===== config.mk =====
export PLATFORM = sky130hd
export DESIGN_NAME = seq_divider32
export DESIGN_NICKNAME = d
export VERILOG_FILES = /design/src/rtl/seq_divider32.sv
export SDC_FILE = /design/constraint.sdc
export NUM_CORES = 1
export LEC_CHECK = 0
export ABC_CLOCK_PERIOD_IN_PS = 9100
export CAP_MARGIN = 25
export CORE_ASPECT_RATIO = 0.9
export CORE_MARGIN = 10
export CORE_UTILIZATION = 60
export DETAILED_ROUTE_END_ITERATION = 6
export PLACE_DENSITY = 0.93
export REMOVE_ABC_BUFFERS = 1
export SYNTH_ARGS = -nofsm -noshare
export SYNTH_HDL_FRONTEND = slang
export SYNTH_SLANG_ARGS = --single-unit
export TNS_END_PERCENT = 1

===== constraint.sdc =====
create_clock -name clk -period 9.1 [get_ports clk]
set_input_delay 1.82 -clock clk [delete_from_list [all_inputs] [get_ports clk]]
set_output_delay 1.82 -clock clk [all_outputs]
set_load 0.01 [all_outputs]

===== src/rtl/seq_divider32.sv =====
// seq_divider32: multicycle restoring divider, one quotient bit per clock,
// MSB first, with a start/busy/done handshake.
// Optional macro SIGNED_DIV_EN: two's-complement operands with an extra
// sign-fix cycle before DONE. If it is undefined the divider is purely unsigned.
// Quotient/remainder/div_by_zero are loaded only on entry to DONE. They stay
// steady between done pulses for the downstream zero-detect.
module seq_divider32 #(
  parameter int WIDTH = 32
) (
  input  logic             clk,
  input  logic             rst,
  input  logic             start_i,
  input  logic [WIDTH-1:0] dividend_i,
  input  logic [WIDTH-1:0] divisor_i,
  output logic             busy_o,
  output logic             done_o,
  output logic [WIDTH-1:0] quotient_o,
  output logic [WIDTH-1:0] remainder_o,
  output logic             div_by_zero_o
);
  localparam int CW = (WIDTH > 1) ? $clog2(WIDTH) : 1;

  typedef enum logic [1:0] {S_IDLE, S_RUN, S_SFIX, S_DONE} state_t;

  state_t           state_q, state_d;
  logic [CW-1:0]    cnt_q, cnt_d;     // restoring step index
  logic [WIDTH-1:0] dq_q, dq_d;       // dividend bits shift out, quotient bits shift in
  logic [WIDTH-1:0] dvs_q, dvs_d;     // latched divisor (magnitude when signed)
  logic [WIDTH:0]   rem_q, rem_d;     // partial remainder, one guard bit
  logic [WIDTH-1:0] quo_q, quo_d;
  logic [WIDTH-1:0] res_q, res_d;
  logic             dbz_q, dbz_d;
`ifdef SIGNED_DIV_EN
  logic             negq_q, negq_d;   // quotient must be negated
  logic             negr_q, negr_d;   // remainder must be negated (dividend sign)
`endif

  // Restoring step datapath
  logic [WIDTH:0]   shifted, diff, rem_step;
  logic [WIDTH-1:0] dq_step;
  logic             fits;

  always_comb begin
    shifted  = {rem_q[WIDTH-1:0], dq_q[WIDTH-1]};
    diff     = shifted - {1'b0, dvs_q};
    fits     = ~diff[WIDTH];
    rem_step = fits ? diff : shifted;
    dq_step  = {dq_q[WIDTH-2:0], fits};
  end

  // Next-state, datapath update and handshake outputs
  always_comb begin
    state_d = state_q;
    cnt_d   = cnt_q;
    dq_d    = dq_q;
    dvs_d   = dvs_q;
    rem_d   = rem_q;
    quo_d   = quo_q;
    res_d   = res_q;
    dbz_d   = dbz_q;
`ifdef SIGNED_DIV_EN
    negq_d  = negq_q;
    negr_d  = negr_q;
`endif
    busy_o  = 1'b0;
    done_o  = 1'b0;

    unique case (state_q)
      S_IDLE, S_DONE: begin
        done_o  = (state_q == S_DONE);
        state_d = S_IDLE;
        if (start_i) begin
          cnt_d = '0;
          rem_d = '0;
`ifdef SIGNED_DIV_EN
          dq_d   = dividend_i[WIDTH-1] ? (~dividend_i + 1'b1) : dividend_i;
          dvs_d  = divisor_i[WIDTH-1]  ? (~divisor_i + 1'b1)  : divisor_i;
          negq_d = dividend_i[WIDTH-1] ^ divisor_i[WIDTH-1];
          negr_d = dividend_i[WIDTH-1];
`else
          dq_d  = dividend_i;
          dvs_d = divisor_i;
`endif
          if (divisor_i == '0) begin
            // No iterations: results are defined directly
            state_d = S_DONE;
            quo_d   = '1;
            res_d   = dividend_i;
            dbz_d   = 1'b1;
          end else begin
            state_d = S_RUN;
          end
        end
      end
      S_RUN: begin
        busy_o = 1'b1;
        rem_d  = rem_step;
        dq_d   = dq_step;
        cnt_d  = cnt_q + 1'b1;
        if (cnt_q == CW'(WIDTH-1)) begin
`ifdef SIGNED_DIV_EN
          state_d = S_SFIX;
`else
          state_d = S_DONE;
          quo_d   = dq_step;
          res_d   = rem_step[WIDTH-1:0];
          dbz_d   = 1'b0;
`endif
        end
      end
      S_SFIX: begin
        // Reapply signs: quotient truncates toward zero, remainder follows dividend
        busy_o  = 1'b1;
        state_d = S_DONE;
        dbz_d   = 1'b0;
`ifdef SIGNED_DIV_EN
        quo_d   = negq_q ? (~dq_q + 1'b1) : dq_q;
        res_d   = negr_q ? (~rem_q[WIDTH-1:0] + 1'b1) : rem_q[WIDTH-1:0];
`else
        quo_d   = dq_q;
        res_d   = rem_q[WIDTH-1:0];
`endif
      end
      default: state_d = S_IDLE;
    endcase
  end

  // State register
  always_ff @(posedge clk or posedge rst) begin
    if (rst) state_q <= S_IDLE;
    else     state_q <= state_d;
  end

  // Datapath and result registers; reset aborts any division in flight
  always_ff @(posedge clk or posedge rst) begin
    if (rst) begin
      cnt_q  <= '0;
      dq_q   <= '0;
      dvs_q  <= '0;
      rem_q  <= '0;
      quo_q  <= '0;
      res_q  <= '0;
      dbz_q  <= 1'b0;
`ifdef SIGNED_DIV_EN
      negq_q <= 1'b0;
      negr_q <= 1'b0;
`endif
    end else begin
      cnt_q  <= cnt_d;
      dq_q   <= dq_d;
      dvs_q  <= dvs_d;
      rem_q  <= rem_d;
      quo_q  <= quo_d;
      res_q  <= res_d;
      dbz_q  <= dbz_d;
`ifdef SIGNED_DIV_EN
      negq_q <= negq_d;
      negr_q <= negr_d;
`endif
    end
  end

  assign quotient_o    = quo_q;
  assign remainder_o   = res_q;
  assign div_by_zero_o = dbz_q;

endmodule


After elaboration in Yosys (flattened, before gate mapping)

Index checks and enable logic that the tools add are counted.

Memories: 0
Bits in latches: 0
Bits in writable memories: 0
Output and inout port bits: 67
Logic and storage cells: 51
Register bits after elaboration: 168
Bits in read-only memories: 0

Equality and inequality tests: 7
Muxes and demuxes: 25
Divide/modulo/power cells: 0
Multipliers: 0
$add $sub $neg: 2
Shift operators: 0
Reduce and logical (&&, ||, !) cells: 8
Order comparisons: 0
Bitwise operators: 1

Operators with widths:

| kind                                                             | count |
|---|---|
| 32-bit two-way mux                                               | 9 |
| 32-bit one-hot mux with 3 select lines                           | 2 |
| 32-bit one-hot mux with 2 select lines                           | 2 |
| 33-bit by 32-bit subtractor with 33-bit output                   | 1 |
| 32-bit logical NOT                                               | 1 |
| 5-bit one-hot mux with 2 select lines                            | 1 |
| 2-bit two-way mux                                                | 3 |
| 2-bit != test (second input constant)                            | 3 |
| 2-bit one-hot mux with 3 select lines                            | 1 |
| 5-bit by 1-bit adder with 5-bit output (second input constant)   | 1 |
| 5-bit == test (second input constant)                            | 1 |
| 1-bit two-way mux                                                | 5 |
| 5-bit two-way mux                                                | 1 |
| 2-bit == test (second input constant)                            | 2 |
| 2-bit AND reduction                                              | 2 |
| 2-bit OR reduction                                               | 2 |
| 1-bit one-hot mux with 3 select lines                            | 1 |
| 3-bit AND reduction                                              | 1 |
| 2-bit by 1-bit == test with 1-bit output (second input constant) | 1 |
| 2-bit logical NOT                                                | 1 |
| 2-bit nonzero test                                               | 1 |
| 1-bit inverter                                                   | 1 |

Logic depth before layout (Yosys ltp)

Depth after elaboration: 4
Gate-level depth with buffers: 15
Depth with buffers taken out: 13

Least setup slack after synthesis

No wires, ideal clock.

Path kind: input -> register
From: in divisor_i[3]
To: reg res_q[28] (netlist: remainder_o[28])
Data required time: 9.018 ns
Arrival: 3.785 ns
Setup time: 0.082 ns
Stages on the path: 9
Slack: 5.233 ns
Cell sequence: nor4_1 > nand4_1 > nor3_1 > or2_2 > clkbuf_1 > clkbuf_1 > o21ai_0 > a22o_1 > a31oi_1

Longest elaborated chain between the ends: 3

Ends and longest elaborated chain:

| element                       | RTL line | text |
|---|---|---|
| start, declared               | 14       | `input logic [WIDTH-1:0] divisor_i,` |
| 32-bit logical NOT            | 84       | `if (divisor_i == '0) begin` |
| 2-bit != test (no line)       | -        |  |
| 3-bit AND reduction (no line) | -        |  |
| end signal, assigned          | 154      | `res_q <= res_d;` |
| end, declared                 | 31       | `logic [WIDTH-1:0] res_q, res_d;` |

Every way passes these cells.
A chain may end at the register's enable or synchronous reset.

Worst setup path after layout

From: in divisor_i[3]
To: reg res_q[30] (netlist: remainder_o[30])

Same word-level chain as after synthesis.

==> metrics.md <==
| Metric | Value |
|---|---|
| Status | `finished, final reports clean` |
| I/O pin cnt | `134` |
| Max incr delay on CP | `0.88 ns` |
| Worst Setup SP | `divisor_i[3]` |
| Crit-path max FO | `59` |
| Routed vias/inst | `6.80` |
| Reg-to-reg setup timing slack | `4.78 ns` |
| Final Hold Slack | `0.490 ns` |
| Finished Layout Cells | `1422` |
| Most common cell after layout, fill and taps aside | `dfrtp_1` |
| FF-to-FF Start | `dq_q[31]` |
| Pwr dens | `425 mW/mm²` |
| Vias post-DR | `9668` |
| Hold Crit Class | `register to register` |
| Post-synthesis instance total | `1116` |
| Critical Path RT | `9.45 ns` |
| Postcts setup bufs | `0` |
| Core area | `0.0162 mm²` |
| Worst setup endpoint | `remainder_o[30]` |
| First-pass GRT wire length | `48.9 mm` |
| Gpl congestion | `0.922` |
| Post-synth top flop | `dfrtp_1` |
| Syn Std Cell Area | `0.00993 mm²` |
| Final slew viol count | `0` |
| Max Cap Violations | `0` |
| Pleak | `5.02 nW` |
| Core Rows | `44` |
| GRT Util Overall | `27.1%` |
| Avg Cell Area, Syn | `8.89 µm²` |
| Clk buf depth | `2` |
| Area Growth Syn to Fin | `20.9%` |
| Cell variety after synth | `64` |
| Final core occ | `74.1%` |
| Number of remaining DRC errors | `0` |
| Dpl hpwl | `20.6 mm` |
| Die width | `156 µm` |
| F_max | `0.201 GHz` |
| CTS Root Cell | `clkbuf_16` |
| Layout cell share with drive strength beyond 1 | `9.55%` |
| Die footprint | `0.0221 mm²` |
| Gr busiest metal | `met2` |
| Overall power | `5.10 mW` |
| Final ANT Viol Nets | `0` |
| Die Y | `142 µm` |
| Fin. Hold Viols | `0` |
| Total wire length | `30.8 mm` |
| Largest net degree at the start of global routing | `97` |
| Fill cells | `1149` |
| CTS tree | `yes` |
| Placed insts | `1388` |
| Initial Util | `61.3%` |
| CP arrival | `5.32 ns` |
| Peak supply drop | `0.274 mV` |
| Clk sinks | `168` |
| Synthesis Warnings | `0` |
| # setup viols final | `0` |
| Post-synth EDFFs | `0` |
| Most frequent cells in the layout | `dfrtp_1, clkdlybuf4s50_1, a21oi_1, o21ai_0, nand2_1` |
| Worst slew pin tran | `1.03 ns` |
| Initial antenna violation count | `0` |
| Port buffer count | `133` |
| CTS clk-pin slew, worst paths | `0.07 ns` |
| Critical path's most frequent cell | `o21ai_0` |
| Post-route clock period utilization | `54.6%` |
| Slew margin rel. | `31.3%` |
| Setup CP Type | `input port to register` |
| CP max stage cell | `or2_2` |
| Remaining Overflow, GRT | `0` |
| Asr flop ratio synth | `100%` |
| Clock skew | `0.00840 ns` |
| GR Util met1 | `32.8%` |
| Post-CTS sizing | `0` |
| Setup TNS | `0 ns` |
| Initial DRC Count | `1241` |
| Setup crit end kind | `register` |
| Seq/Total Area, Yosys | `42.4%` |
| Crit start category | `input port` |
| WL/cell | `21.7 µm` |
| RSZ-0062 raised after global routing | `no` |
| Total CTS buffers | `17` |
| Cts hold-fix bufs | `0` |
| Number of global-route vias before repair | `9555` |
| Final #Nets | `1307` |
| H-tree depth | `4` |
| Drt pass-1 iters | `6` |
| Diode count | `0` |
| Cell depth of the worst flop-to-flop path | `14` |
| Period minus WS final | `4.97 ns` |
| Clk_lat worst skew | `0.44 ns` |
| Met3 Track Usage GR | `6.83%` |
| Reg2reg end | `remainder_o[12]` |
| Cell chain of the critical path | `clkdlybuf4s50_1 -> nor4_1 -> nand4_1 -> nor3_2 -> buf_4 -> or2_2 -> o21ai_0 -> nand2_1 -> nand3_1 -> a2bb2oi_1 -> o21ai_0` |
| Post-synthesis register bit count | `168` |
| Grt met2 use | `44.8%` |
worst max-delay path: cells and delay by family:
family / cells / cell delay [ns]
simple gates: 6 / 2.21
buf+inv: 2 / 0.80
compound gates: 3 / 0.46
logic make-up after synthesis:
kind of cell | after synthesis | synth area share, %
AOI/OAI and AO/OA | 374 | 22.9
and+or+nand+nor | 322 | 16.0
DFF | 168 | 42.4
buffers and inverters | 130 | 5.19
muxes | 56 | 6.25
adders and majority gates | 38 | 4.87
xor gates and xnor gates | 28 | 2.47
Yosys cell counts (18+ instances only):
cell / count / area, µm²
xnor2_1: 19 / 166
ha_1: 37 / 463
nor3_1: 40 / 200
dfrtp_1: 168 / 4200
nand3b_1: 29 / 218
mux2_2: 48 / 541
a31oi_1: 36 / 225
nand2_1: 95 / 357
a21oi_1: 101 / 505
nor2_1: 72 / 270
o21ai_0: 100 / 500
o22ai_1: 35 / 219
nand3_1: 18 / 90.1
clkbuf_1: 72 / 270
a221oi_1: 34 / 298
or3_1: 25 / 156
inv_1: 45 / 169
layout make-up:
cell class                 count  area (µm²)  share of cell area, %
clock buffer                  17         425                   3.54
inverter                      46         178                   1.48
tap                          207         259                   2.16
sequential                   168        4200                   35.0
multi-input combinational    818        5230                   43.6
timing repair buffer         151        1510                   12.6
clock inverter                15         199                   1.66
how the worst min path moves through the flow:
stage / startpoint / endpoint / slack [ns] / cells past startpoint
floorplan: cnt_q[4] / cnt_q[4] / 0.45 / 2
global placement: cnt_q[4] / cnt_q[4] / 0.46 / 2
detailed placement: cnt_q[4] / cnt_q[4] / 0.48 / 2
CTS: cnt_q[4] / cnt_q[4] / 0.49 / 2
global route: dvs_q[31] / dvs_q[31] / 0.52 / 1
finish: cnt_q[4] / cnt_q[4] / 0.49 / 2
sequential cells by signal (all words and copies together) (netlist names):
signal	cells
remainder_o	32
quotient_o	32
div_by_zero_o	1
dvs_q	32
dq_q	32
state_q	2
rem_q	32
cnt_q	5
through the flow:
step	instance area, µm²	setup slack [ns]
finish	12000	4.13
CTS	11900	4.17
floorplan	9580	2.73
detailed placement	11300	3.74
global placement	11300	3.84
global route	12000	3.85
routing by layer:
metal  part of all wire, %  wire length [µm]
met5                     0                 0
met3                    11              3240
met4                   4.4              1360
met2                    48             14800
met1                    37             11400
report_power, final:
| group | internal (mW) | leakage [nW] | total (mW) | switching, mW |
|---|---|---|---|---|
| clock network | 0.461 | 0.304 | 0.784 | 0.323 |
| logic | 1.20 | 2.73 | 2.93 | 1.73 |
| registers | 1.09 | 1.99 | 1.39 | 0.293 |
| total | 2.76 | 5.02 | 5.10 | 2.34 |
No activity file was read; power rests on OpenSTA's default activity.
